===== config.mk =====
export PLATFORM = sky130hd
export DESIGN_NAME = level_sequencer_flat
export DESIGN_NICKNAME = d
export VERILOG_FILES = /design/src/rtl/level_pkg.sv /design/src/rtl/level_sequencer_if.sv /design/src/rtl/frame_tick_gen.sv /design/src/rtl/level_sequencer.sv /design/src/flat_wrapper.sv
export SDC_FILE = /design/constraint.sdc
export NUM_CORES = 1
export LEC_CHECK = 0
export BUFFER_PORTS_ARGS = -buffer_cell sky130_fd_sc_hd__buf_2
export CAP_MARGIN = 20
export CORE_ASPECT_RATIO = 1.75
export CORE_MARGIN = 2
export CORE_UTILIZATION = 45
export DETAILED_ROUTE_END_ITERATION = 7
export PLACE_DENSITY = 0.69
export SYNTH_ARGS = -nofsm -noshare
export SYNTH_HDL_FRONTEND = slang
export SYNTH_HIERARCHICAL = 1
export SYNTH_SLANG_ARGS = --single-unit

===== constraint.sdc =====
create_clock -name Clk -period 5.7 [get_ports Clk]
set_input_delay 0.57 -clock Clk [delete_from_list [all_inputs] [get_ports Clk]]
set_output_delay 0.57 -clock Clk [all_outputs]
set_load 0.01 [all_outputs]

===== src/rtl/level_pkg.sv =====
// level_pkg: shared constants and types for the game-flow controller.
//   NUM_BLOCKS  - number of breakable blocks (shared with color_mapper and ball logic)
//   IDX_W       - width of a block index that can also hold NUM_BLOCKS
//   lvl_state_t - game-flow state encoding
//   level_clear - true once every block has been released and none is still visible
package level_pkg;

  localparam int NUM_BLOCKS = 10;
  localparam int IDX_W      = $clog2(NUM_BLOCKS + 1);

  typedef enum logic [2:0] {
    IDLE,
    BANNER1,
    PLAY1,
    BANNER2,
    PLAY2,
    DONE
  } lvl_state_t;

  function automatic logic level_clear(input logic [IDX_W-1:0]      idx,
                                       input logic [0:NUM_BLOCKS-1] ready);
    return (idx == IDX_W'(NUM_BLOCKS)) && (ready == '0);
  endfunction

endpackage


===== src/rtl/level_sequencer_if.sv =====
// level_sequencer_if: signals between gameplay logic and the level sequencer.
//   frame_clk   - VGA frame strobe, level signal, one rising edge per frame
//   start       - begin/restart request (pulse or held)
//   block_hit   - per-block collision report, sampled every cycle
//   level_one   - level-one banner enable
//   level_two   - level-two banner enable
//   block_ready - per-block visible/active flags
//   playing     - high in either play state
//   game_done   - high once level two is cleared
// There is no valid/ready handshake on this bus: every signal is a level that
// the receiver samples on each rising clock edge, and all sequencer outputs
// are registered.
// Modports: master = gameplay side (drives requests, watches status),
//           slave  = level_sequencer.
interface level_sequencer_if;
  import level_pkg::*;

  logic                  frame_clk;
  logic                  start;
  logic [0:NUM_BLOCKS-1] block_hit;
  logic                  level_one;
  logic                  level_two;
  logic [0:NUM_BLOCKS-1] block_ready;
  logic                  playing;
  logic                  game_done;

  modport master (
    output frame_clk, start, block_hit,
    input  level_one, level_two, block_ready, playing, game_done
  );

  modport slave (
    input  frame_clk, start, block_hit,
    output level_one, level_two, block_ready, playing, game_done
  );

endinterface


===== src/rtl/frame_tick_gen.sv =====
// frame_tick_gen: turns the level frame strobe into a single-cycle tick.
//   Clk       - system clock
//   Reset     - synchronous, active-high
//   frame_clk - frame strobe, synchronous to Clk
//   tick      - one-cycle pulse, high on the cycle after frame_clk is first
//               seen high; a strobe held high yields exactly one tick
module frame_tick_gen (
  input  logic Clk,
  input  logic Reset,
  input  logic frame_clk,
  output logic tick
);

  logic frame_q;

  always_ff @(posedge Clk) begin
    if (Reset) begin
      frame_q <= 1'b0;
      tick    <= 1'b0;
    end else begin
      frame_q <= frame_clk;
      tick    <= frame_clk & ~frame_q;
    end
  end

endmodule


===== src/rtl/level_sequencer.sv =====
// level_sequencer: game-flow controller feeding color_mapper.
// Walks IDLE -> BANNER1 -> PLAY1 -> BANNER2 -> PLAY2 -> DONE. Banners last
// BANNER_FRAMES frame ticks; during play one block is released every
// SPAWN_FRAMES_Ln ticks and blocks are cleared by gameplay hit reports.
//   Clk, Reset - system clock, synchronous active-high reset
//   bus        - level_sequencer_if.slave (frame strobe, start, hits in;
//                banners, block_ready, playing, game_done out)
//   state_dbg  - current FSM state, for observation only
module level_sequencer
  import level_pkg::*;
#(
  parameter int BANNER_FRAMES   = 120,
  parameter int SPAWN_FRAMES_L1 = 30,
  parameter int SPAWN_FRAMES_L2 = 15
) (
  input  logic                 Clk,
  input  logic                 Reset,
  level_sequencer_if.slave     bus,
  output lvl_state_t           state_dbg
);

  // Timers are compared by equality against "frames - 1".
  localparam logic [7:0] BANNER_LAST   = 8'(BANNER_FRAMES - 1);
  localparam logic [7:0] SPAWN_LAST_L1 = 8'(SPAWN_FRAMES_L1 - 1);
  localparam logic [7:0] SPAWN_LAST_L2 = 8'(SPAWN_FRAMES_L2 - 1);

  lvl_state_t            state, state_next;
  logic [7:0]            timer, timer_next;
  logic [IDX_W-1:0]      spawn_idx, spawn_idx_next;
  logic [0:NUM_BLOCKS-1] ready, ready_next, spawn_set;
  logic [7:0]            spawn_last;
  logic                  tick;

  frame_tick_gen u_tick (
    .Clk       (Clk),
    .Reset     (Reset),
    .frame_clk (bus.frame_clk),
    .tick      (tick)
  );

  always_comb begin
    state_next     = state;
    timer_next     = timer;
    spawn_idx_next = spawn_idx;
    spawn_set      = '0;
    spawn_last     = (state == PLAY2) ? SPAWN_LAST_L2 : SPAWN_LAST_L1;

    case (state)
      IDLE, DONE: begin
        if (bus.start) state_next = BANNER1;
      end
      BANNER1, BANNER2: begin
        if (tick) begin
          if (timer == BANNER_LAST) state_next = (state == BANNER1) ? PLAY1 : PLAY2;
          else                      timer_next = timer + 8'd1;
        end
      end
      PLAY1, PLAY2: begin
        // Level clear needs no tick: it is judged on the registered
        // spawn index and ready vector alone.
        if (level_clear(spawn_idx, ready)) begin
          state_next = (state == PLAY1) ? BANNER2 : DONE;
        end else if (tick) begin
          if ((timer == spawn_last) && (spawn_idx < IDX_W'(NUM_BLOCKS))) begin
            spawn_set[spawn_idx] = 1'b1;
            spawn_idx_next       = spawn_idx + IDX_W'(1);
            timer_next           = '0;
          end else if (timer != 8'hFF) begin
            // Keeps counting after the last release but never wraps.
            timer_next = timer + 8'd1;
          end
        end
      end
      default: state_next = IDLE;
    endcase

    // Spawn is OR'ed in after the hit mask, so a same-cycle hit cannot
    // cancel a freshly released block.
    ready_next = (ready & ~bus.block_hit) | spawn_set;

    if (state_next != state) begin
      timer_next = '0;
      if ((state_next == BANNER1) || (state_next == BANNER2)) begin
        spawn_idx_next = '0;
        ready_next     = '0;
      end
    end
  end

  // Status outputs are decoded from state_next so they change on the same
  // edge as the state register.
  always_ff @(posedge Clk) begin
    if (Reset) begin
      state         <= IDLE;
      timer         <= '0;
      spawn_idx     <= '0;
      ready         <= '0;
      bus.level_one <= 1'b0;
      bus.level_two <= 1'b0;
      bus.playing   <= 1'b0;
      bus.game_done <= 1'b0;
    end else begin
      state         <= state_next;
      timer         <= timer_next;
      spawn_idx     <= spawn_idx_next;
      ready         <= ready_next;
      bus.level_one <= (state_next == BANNER1);
      bus.level_two <= (state_next == BANNER2);
      bus.playing   <= (state_next == PLAY1) || (state_next == PLAY2);
      bus.game_done <= (state_next == DONE);
    end
  end

  assign bus.block_ready = ready;
  assign state_dbg       = state;

endmodule


===== src/flat_wrapper.sv =====
// flat-port wrapper written by rule: the top's interface ports become plain ports
module level_sequencer_flat import level_pkg::*;
#(
  parameter int BANNER_FRAMES   = 120,
  parameter int SPAWN_FRAMES_L1 = 30,
  parameter int SPAWN_FRAMES_L2 = 15
)
  (Clk, Reset, state_dbg, bus_frame_clk, bus_start, bus_block_hit, bus_level_one, bus_level_two, bus_block_ready, bus_playing, bus_game_done);
  level_sequencer_if bus_i ();
  input  logic Clk;
  input  logic Reset;
  output lvl_state_t state_dbg;
  input wire logic [$bits(bus_i.frame_clk)-1:0] bus_frame_clk;
  input wire logic [$bits(bus_i.start)-1:0] bus_start;
  input wire logic [$bits(bus_i.block_hit)-1:0] bus_block_hit;
  output wire logic [$bits(bus_i.level_one)-1:0] bus_level_one;
  output wire logic [$bits(bus_i.level_two)-1:0] bus_level_two;
  output wire logic [$bits(bus_i.block_ready)-1:0] bus_block_ready;
  output wire logic [$bits(bus_i.playing)-1:0] bus_playing;
  output wire logic [$bits(bus_i.game_done)-1:0] bus_game_done;
  assign bus_i.frame_clk = bus_frame_clk;
  assign bus_i.start = bus_start;
  assign bus_i.block_hit = bus_block_hit;
  assign bus_level_one = bus_i.level_one;
  assign bus_level_two = bus_i.level_two;
  assign bus_block_ready = bus_i.block_ready;
  assign bus_playing = bus_i.playing;
  assign bus_game_done = bus_i.game_done;
  level_sequencer #(.BANNER_FRAMES(BANNER_FRAMES), .SPAWN_FRAMES_L1(SPAWN_FRAMES_L1), .SPAWN_FRAMES_L2(SPAWN_FRAMES_L2)) u_core (.Clk(Clk), .Reset(Reset), .bus(bus_i), .state_dbg(state_dbg));
endmodule

==> impl_metrics.yaml, run 1 <==
placement:
  dp_hpwl_mm: 3.20
  placedCellCount: 258
  dp_slack_ps: 3300
  gp_congestion: 0.846
  io_buffers: 30
flow_run:
  drv_cap: 0
critical_path:
  path_max_fanout: 8
  cp_cell_sequence: "inv_1, ha_1, nor3b_1, and4_1, nand2_1, a31oi_1, nor3b_1"
  cpPeakStageDelay_ps: 680
  cp_slowest_cell: "a31oi_1"
  crit_top_cell: "nor3b_1"
  crit_arrival_ps: 2580
  cp-start-kind: "register"
  end_kind: "register"
  crit_type: "reg2reg"
  required_ps: 5830
  cp_num_buf_inv: 1
  cp_top_family: "simple AND/OR/NAND/NOR gates"
synthesis:
  yosysWarnings: 6
  synth_nets: 209
  ys_ff_latch: 31
  syn_inst: 190
  synth_area_mm2: 0.00170
  synth-edff-count: 0
  dominantRegCellSynth: "dfxtp_1"
  synthArstFlopShare: 0
  avgSynthCellArea_um2: 8.97
  ys_types: 55
  synth_seq_area_share: 0.364
final_layout:
  register_area_um2: 621
  final_util: 0.538
  fillers: 362
  final_cells: 266
  nets: 238
  diodes: 0
  final_common_cell: "dfxtp_1"
  multi_input_area_um2: 960
  most-common-layout-cells: "31 x dfxtp_1, 30 x buf_2, 19 x inv_1, 10 x nand2_1, 10 x o32ai_1"
  area_growth_pct: 14.5
  drive_gt1_frac: 0.227
floorplanning:
  dieArea_mm2: 0.00431
  dieWidth_um: 50.5
  pin_count: 31
  die_y_um: 85.4
  start_util: 0.470
  num_rows: 29
  design.core.area_mm2: 0.00363
sta:
  max_slew_margin: 0.460
  hold_viol: 0
  drv_slew: 0
  rsz0062_at_grt: "no"
  final.setup.tns_ps: 0
  min_period_over_period: 0.430
  finClkSkew_ps: 4.37
  finalSetupViolCount: 0
  worst_slack_ps: 3250
  fmax_ghz: 0.408
  worst_pin_slew_ps: 806
  layout_min_cycle_time_ps: 2450
route:
  drt-initial-drc-count: 26
  dr.pass1.iters: 4
  num_vias: 1597
  avgRoutedWirePerCell_um: 15.9
  drt_wl_total_mm: 4.22
  vias_per_cell: 6.00
  route.detailed.drc: 0
  ant_nets: 0
cts:
  cts_buffer_depth: 2
  cts_root_buffer: "clkbuf_8"
  htreeDepth: 2
  numCtsBuffers: 5
  cts_tree: "done"
  post_cts_buffers: 0
  path_clk_slew_ps: 70
  cts_hold_buffers: 0
  clkLatencyLatePin_ps: 280
  clock-sinks: 31
  cts_resized: 0
power_and_ir_drop:
  p_leak_nw: 0.698
  powerDensity_mw_per_mm2: 214
  ir_drop_v: 0.000165
grt:
  grt_util_all_layers: 0.216
  antenna_found_initial: 0
  grt_max_degree: 18
  grt_pass1_vias: 1572
  grt_pass1_wl_mm: 7.07
  grt_overflow: 0
run_status:
  status: "finished, final reports clean"
hold_path:
  hold_path_class: "reg2reg"
[per-stage QoR]
stage | hold WS, ps | cell area, µm² | power (mW)
floorplan | 387 | 1700 | 0.245
CTS | 420 | 1950 | 0.422
detailed placement | 399 | 1870 | 0.256
global route | 429 | 1950 | 0.433
finish | 417 | 1950 | 0.417
global placement | 411 | 1870 | 0.255
[layer usage]
layer | track usage | share of wire | routed length [µm]
met1 | 0.209 | 0.38 | 1590
met2 | 0.408 | 0.55 | 2330
met3 | 0.0440 | 0.039 | 163
met4 | 0.120 | 0.033 | 138
met5 | 0 | 0 | 0
[registers in the layout (all words and copies together) (netlist names)]
name                    flops
u_core/bus.level_one        1
u_core/spawn_idx            4
u_core/u_tick/frame_q       1
u_core/bus.level_two        1
u_core/bus.block_ready     10
u_core/bus.playing          1
u_core/u_tick/tick          1
u_core/bus.game_done        1
u_core/timer                8
u_core/state_dbg            3
[cells by family after synthesis]
kind of cell | synth area share
XOR/XNOR | 0.0198
adder cells (fa/ha/maj) | 0.0367
flip-flops | 0.364
multiplexers | 0.0191
buffers and inverters | 0.0727
AND/OR/NAND/NOR | 0.250
AO/OA/AOI/OAI | 0.237
[final cells by class]
| cell class | count | share of cell area |
|---|---|---|
| clock buffers | 5 | 0.0353 |
| clock inverters | 3 | 0.00770 |
| inverters | 19 | 0.0366 |
| multi-input cells | 131 | 0.492 |
| flip-flops and latches | 31 | 0.318 |
| well taps | 46 | 0.0295 |
| repair buffers | 31 | 0.0808 |
[power by group]
part           internal (mW)  total (mW)  switching [mW]  leakage, nW
sequential             0.219       0.223         0.00411        0.251
combinational         0.0120      0.0282          0.0163        0.399
clock                 0.0833       0.166          0.0822       0.0477
total                  0.314       0.417           0.103        0.698
[path summary, 6_finish.rpt]
kind                               from            endpoint  slack (ps)  depth (start not counted)
hold reg to reg   u_core/u_tick/frame_q  u_core/u_tick/tick         420                          1
setup reg to reg    u_core/spawn_idx[0]     u_core/timer[5]        3250                          7
setup / recovery    u_core/spawn_idx[0]     u_core/timer[5]        3250                          7
hold / removal    u_core/u_tick/frame_q  u_core/u_tick/tick         420                          1
[synth_stat cells, types with 3 or more instances]
cell type  count  share of area
o32ai_1       10          0.051
inv_1         19          0.042
nor2_1         3         0.0066
nand4_1        5          0.018
nand2_1       10          0.022
o21a_1         5          0.022
buf_2          5          0.015
or4_1          4          0.018
a31oi_1        3          0.011
ha_1           5          0.037
and3_1         3          0.011
o21ai_0        8          0.023
a211oi_1       3          0.013
o31ai_1        5          0.022
or2_2          3          0.011
dfxtp_1       31           0.36
nor4_1         8          0.029
nand3_1        3         0.0088
a21oi_1        8          0.023
nor3_1         5          0.015
(Power assumes the default switching activity.)
==> run 2, diff against run 1 <==
--- a/config.mk
+++ b/config.mk
@@ -5,13 +5,14 @@
 export SDC_FILE = /design/constraint.sdc
 export NUM_CORES = 1
 export LEC_CHECK = 0
+export ABC_AREA = 1
 export BUFFER_PORTS_ARGS = -buffer_cell sky130_fd_sc_hd__buf_2
 export CAP_MARGIN = 20
 export CORE_ASPECT_RATIO = 1.75
 export CORE_MARGIN = 2
 export CORE_UTILIZATION = 45
 export DETAILED_ROUTE_END_ITERATION = 7
-export PLACE_DENSITY = 0.69
+export PLACE_DENSITY = 0.68
 export SYNTH_ARGS = -nofsm -noshare
 export SYNTH_HDL_FRONTEND = slang
 export SYNTH_HIERARCHICAL = 1
==> constraint.sdc (replaced) <==
create_clock -name Clk -period 2.5 [get_ports Clk]
set_input_delay 0.25 -clock Clk [delete_from_list [all_inputs] [get_ports Clk]]
set_output_delay 0.25 -clock Clk [all_outputs]
set_load 0.01 [all_outputs]
==> run 2 against run 1 <==
Maximum frequency rose by 27%. Synthesized cell count is 64% higher. Combinational power increased to 2.6 times the previous value. Die area is 16% higher. First-iteration DRC count up 65%. Highest routed layer unchanged.
==> impl_metrics.yaml, run 2 <==
route:
  ant_nets: 0
  num_vias: 1919
  routed.top_layer: "met4"
  dr_wl_met2_mm: 2.48
  dr.pass1.iters: 4
  dr_wl_met3_um: 115
  avgRoutedWirePerCell_um: 11.3
  route.detailed.drc: 0
  drt_wl_total_mm: 4.45
  drt-initial-drc-count: 43
  vias_per_cell: 4.87
  met1_length_mm: 1.72
synthesis:
  syn_inst: 311
  yosys.area.top_type_share: 0.310
  avgSynthCellArea_um2: 6.43
  dominantRegCellSynth: "dfxtp_1"
  synth-edff-count: 0
  synth_seq_area_share: 0.310
  yosysMostFrequentCell: "nand2_1"
  synthArstFlopShare: 0
  ys_ff_latch: 31
  ys_types: 32
  ys_top_cells_by_area: "dfxtp_1 31%, nand2_1 14%, inv_1 12%, nor2_1 8.3%, nand4_1 4.4%"
  synth_area_mm2: 0.00200
  synth_nets: 330
  yosysTopAreaCell: "dfxtp_1"
  yosysWarnings: 6
  synth_commonest_cells: "76 x nand2_1, 64 x inv_1, 44 x nor2_1, 31 x dfxtp_1, 17 x nand3_1"
power_and_ir_drop:
  powerDensity_mw_per_mm2: 424
  p_leak_nw: 1.24
  ir_drop_v: 0.000322
  total_power_mw: 0.954
critical_path:
  required_ps: 2680
  end_kind: "register"
  reg2reg_slack_ps: 560
  crit_arrival_ps: 2120
  crit_type: "reg2reg"
  cp-start-kind: "register"
  path_max_fanout: 13
sta:
  worst_pin_slew_ps: 533
  drv_slew: 0
  final.setup.tns_ps: 0
  layout_min_cycle_time_ps: 1940
  max_slew_margin: 0.645
  min_period_over_period: 0.775
  hold_viol: 0
  fmax_ghz: 0.516
  finClkSkew_ps: 4.58
  rsz0062_at_grt: "no"
  finalSetupViolCount: 0
placement:
  dp_hpwl_mm: 3.54
  place_area_mm2: 0.00217
  io_buffers: 30
  gp_congestion: 0.941
final_layout:
  final_common_cell: "nand2_1"
  most-common-layout-cells: "76 x nand2_1, 64 x inv_1, 44 x nor2_1, 31 x dfxtp_1, 30 x buf_2"
  fillers: 479
  nets: 361
  area_growth_pct: 12.5
  register_area_um2: 621
  multi_input_area_mm2: 0.00107
  drive_gt1_frac: 0.181
  final_cell_area_mm2: 0.00225
  largest_reg_flops: 10
  diodes: 0
cts:
  clock-sinks: 31
  path_clk_slew_ps: 60
  clkLatencyLatePin_ps: 280
  cts_tree: "done"
  numCtsBuffers: 5
  cts_resized: 0
  post_cts_buffers: 0
  htreeDepth: 2
  cts_buffer_depth: 2
  cts_root_buffer: "clkbuf_8"
  cts_hold_buffers: 0
floorplanning:
  design.core.area_mm2: 0.00432
  die_y_um: 92.2
  dieArea_mm2: 0.00501
  num_rows: 32
  pin_count: 31
  start_util: 0.462
  dieWidth_um: 54.4
grt:
  grt_overflow: 0
  grt_max_degree: 19
  antenna_found_initial: 0
  grt_util_all_layers: 0.207
  grt_pass1_vias: 1901
  grt_pass1_wl_mm: 7.72
flow_run:
  drv_cap: 0
hold_path:
  hold_path_class: "in2reg"
run_status:
  status: "finished, final reports clean"
-- run 2: changes by cell type after synthesis, sizes merged, moves of 10 or more --
cell	delta
nand2	+72
inv	+49
nor2	+46
nand3	+19
nand4	+10
o32ai	-10
-- run 2: final cells by class --
class	instances	share of cell area
Tap cell	51	0.0284
Clock inverter	1	0.00223
Inverter	68	0.117
Timing Repair Buffer	30	0.0668
Clock buffer	7	0.0339
Multi-Input combinational cell	206	0.476
Sequential cell	31	0.276
-- run 2: cell families (layout without fill, tap and decap cells) --
group / Yosys count / count (layout) / synth area share
AND/OR/NAND/NOR: 176 / 176 / 0.427
buffers and inverters: 74 / 106 / 0.155
flip-flops: 31 / 31 / 0.310
AO/OA/AOI/OAI: 24 / 24 / 0.0720
adder cells (fa/ha/maj): 5 / 5 / 0.0313
XOR/XNOR: 1 / 1 / 0.00438
-- run 2: path summary, 6_finish.rpt --
path	from	to	cells past startpoint
worst min register to register	u_core/u_tick/frame_q	u_core/u_tick/tick	1
worst min-delay path	bus_frame_clk	u_core/u_tick/frame_q	3
worst max register to register	u_core/spawn_idx[0]	u_core/bus.block_ready[6]	13
worst max-delay path	u_core/spawn_idx[0]	u_core/bus.block_ready[6]	13
-- run 2: metrics by stage --
stage	setup WS, ps	hold WS (ps)	utilization	std cells
6_report	563	173	0.520	394
5_1_grt	317	191	0.520	394
4_1_cts	533	168	0.520	394
3_5_place_dp	536	393	0.501	386
3_3_place_gp	573	386	0.501	386
2_1_floorplan	817	360	-	311
-- run 2: layer usage --
| metal | GRT usage | up-vias |
|---|---|---|
| met1 | 0.201 | 863 |
| met5 | 0 | - |
| met4 | 0.115 | 0 |
| met2 | 0.376 | 29 |
| li1 | - | 1016 |
| met3 | 0.0407 | 11 |
-- run 2: power by group --
part | total (mW) | leakage, nW | switching [mW] | internal (mW)
registers | 0.505 | 0.251 | 0.00680 | 0.498
logic | 0.0727 | 0.947 | 0.0479 | 0.0248
clock network | 0.376 | 0.0422 | 0.181 | 0.195
-- run 2: worst max-delay path, stage by stage, from the launching register on --
cell and delay (ps):
dfxtp_1 340, inv_1 130, ha_1 160, inv_1 70
nor2_1 90, nand2_1 50, nor2_1 180, nand3_2 200
nand2_1 120, nand2_2 80, nand2_4 80, o211ai_4 150
nand2_1 130, inv_1 40
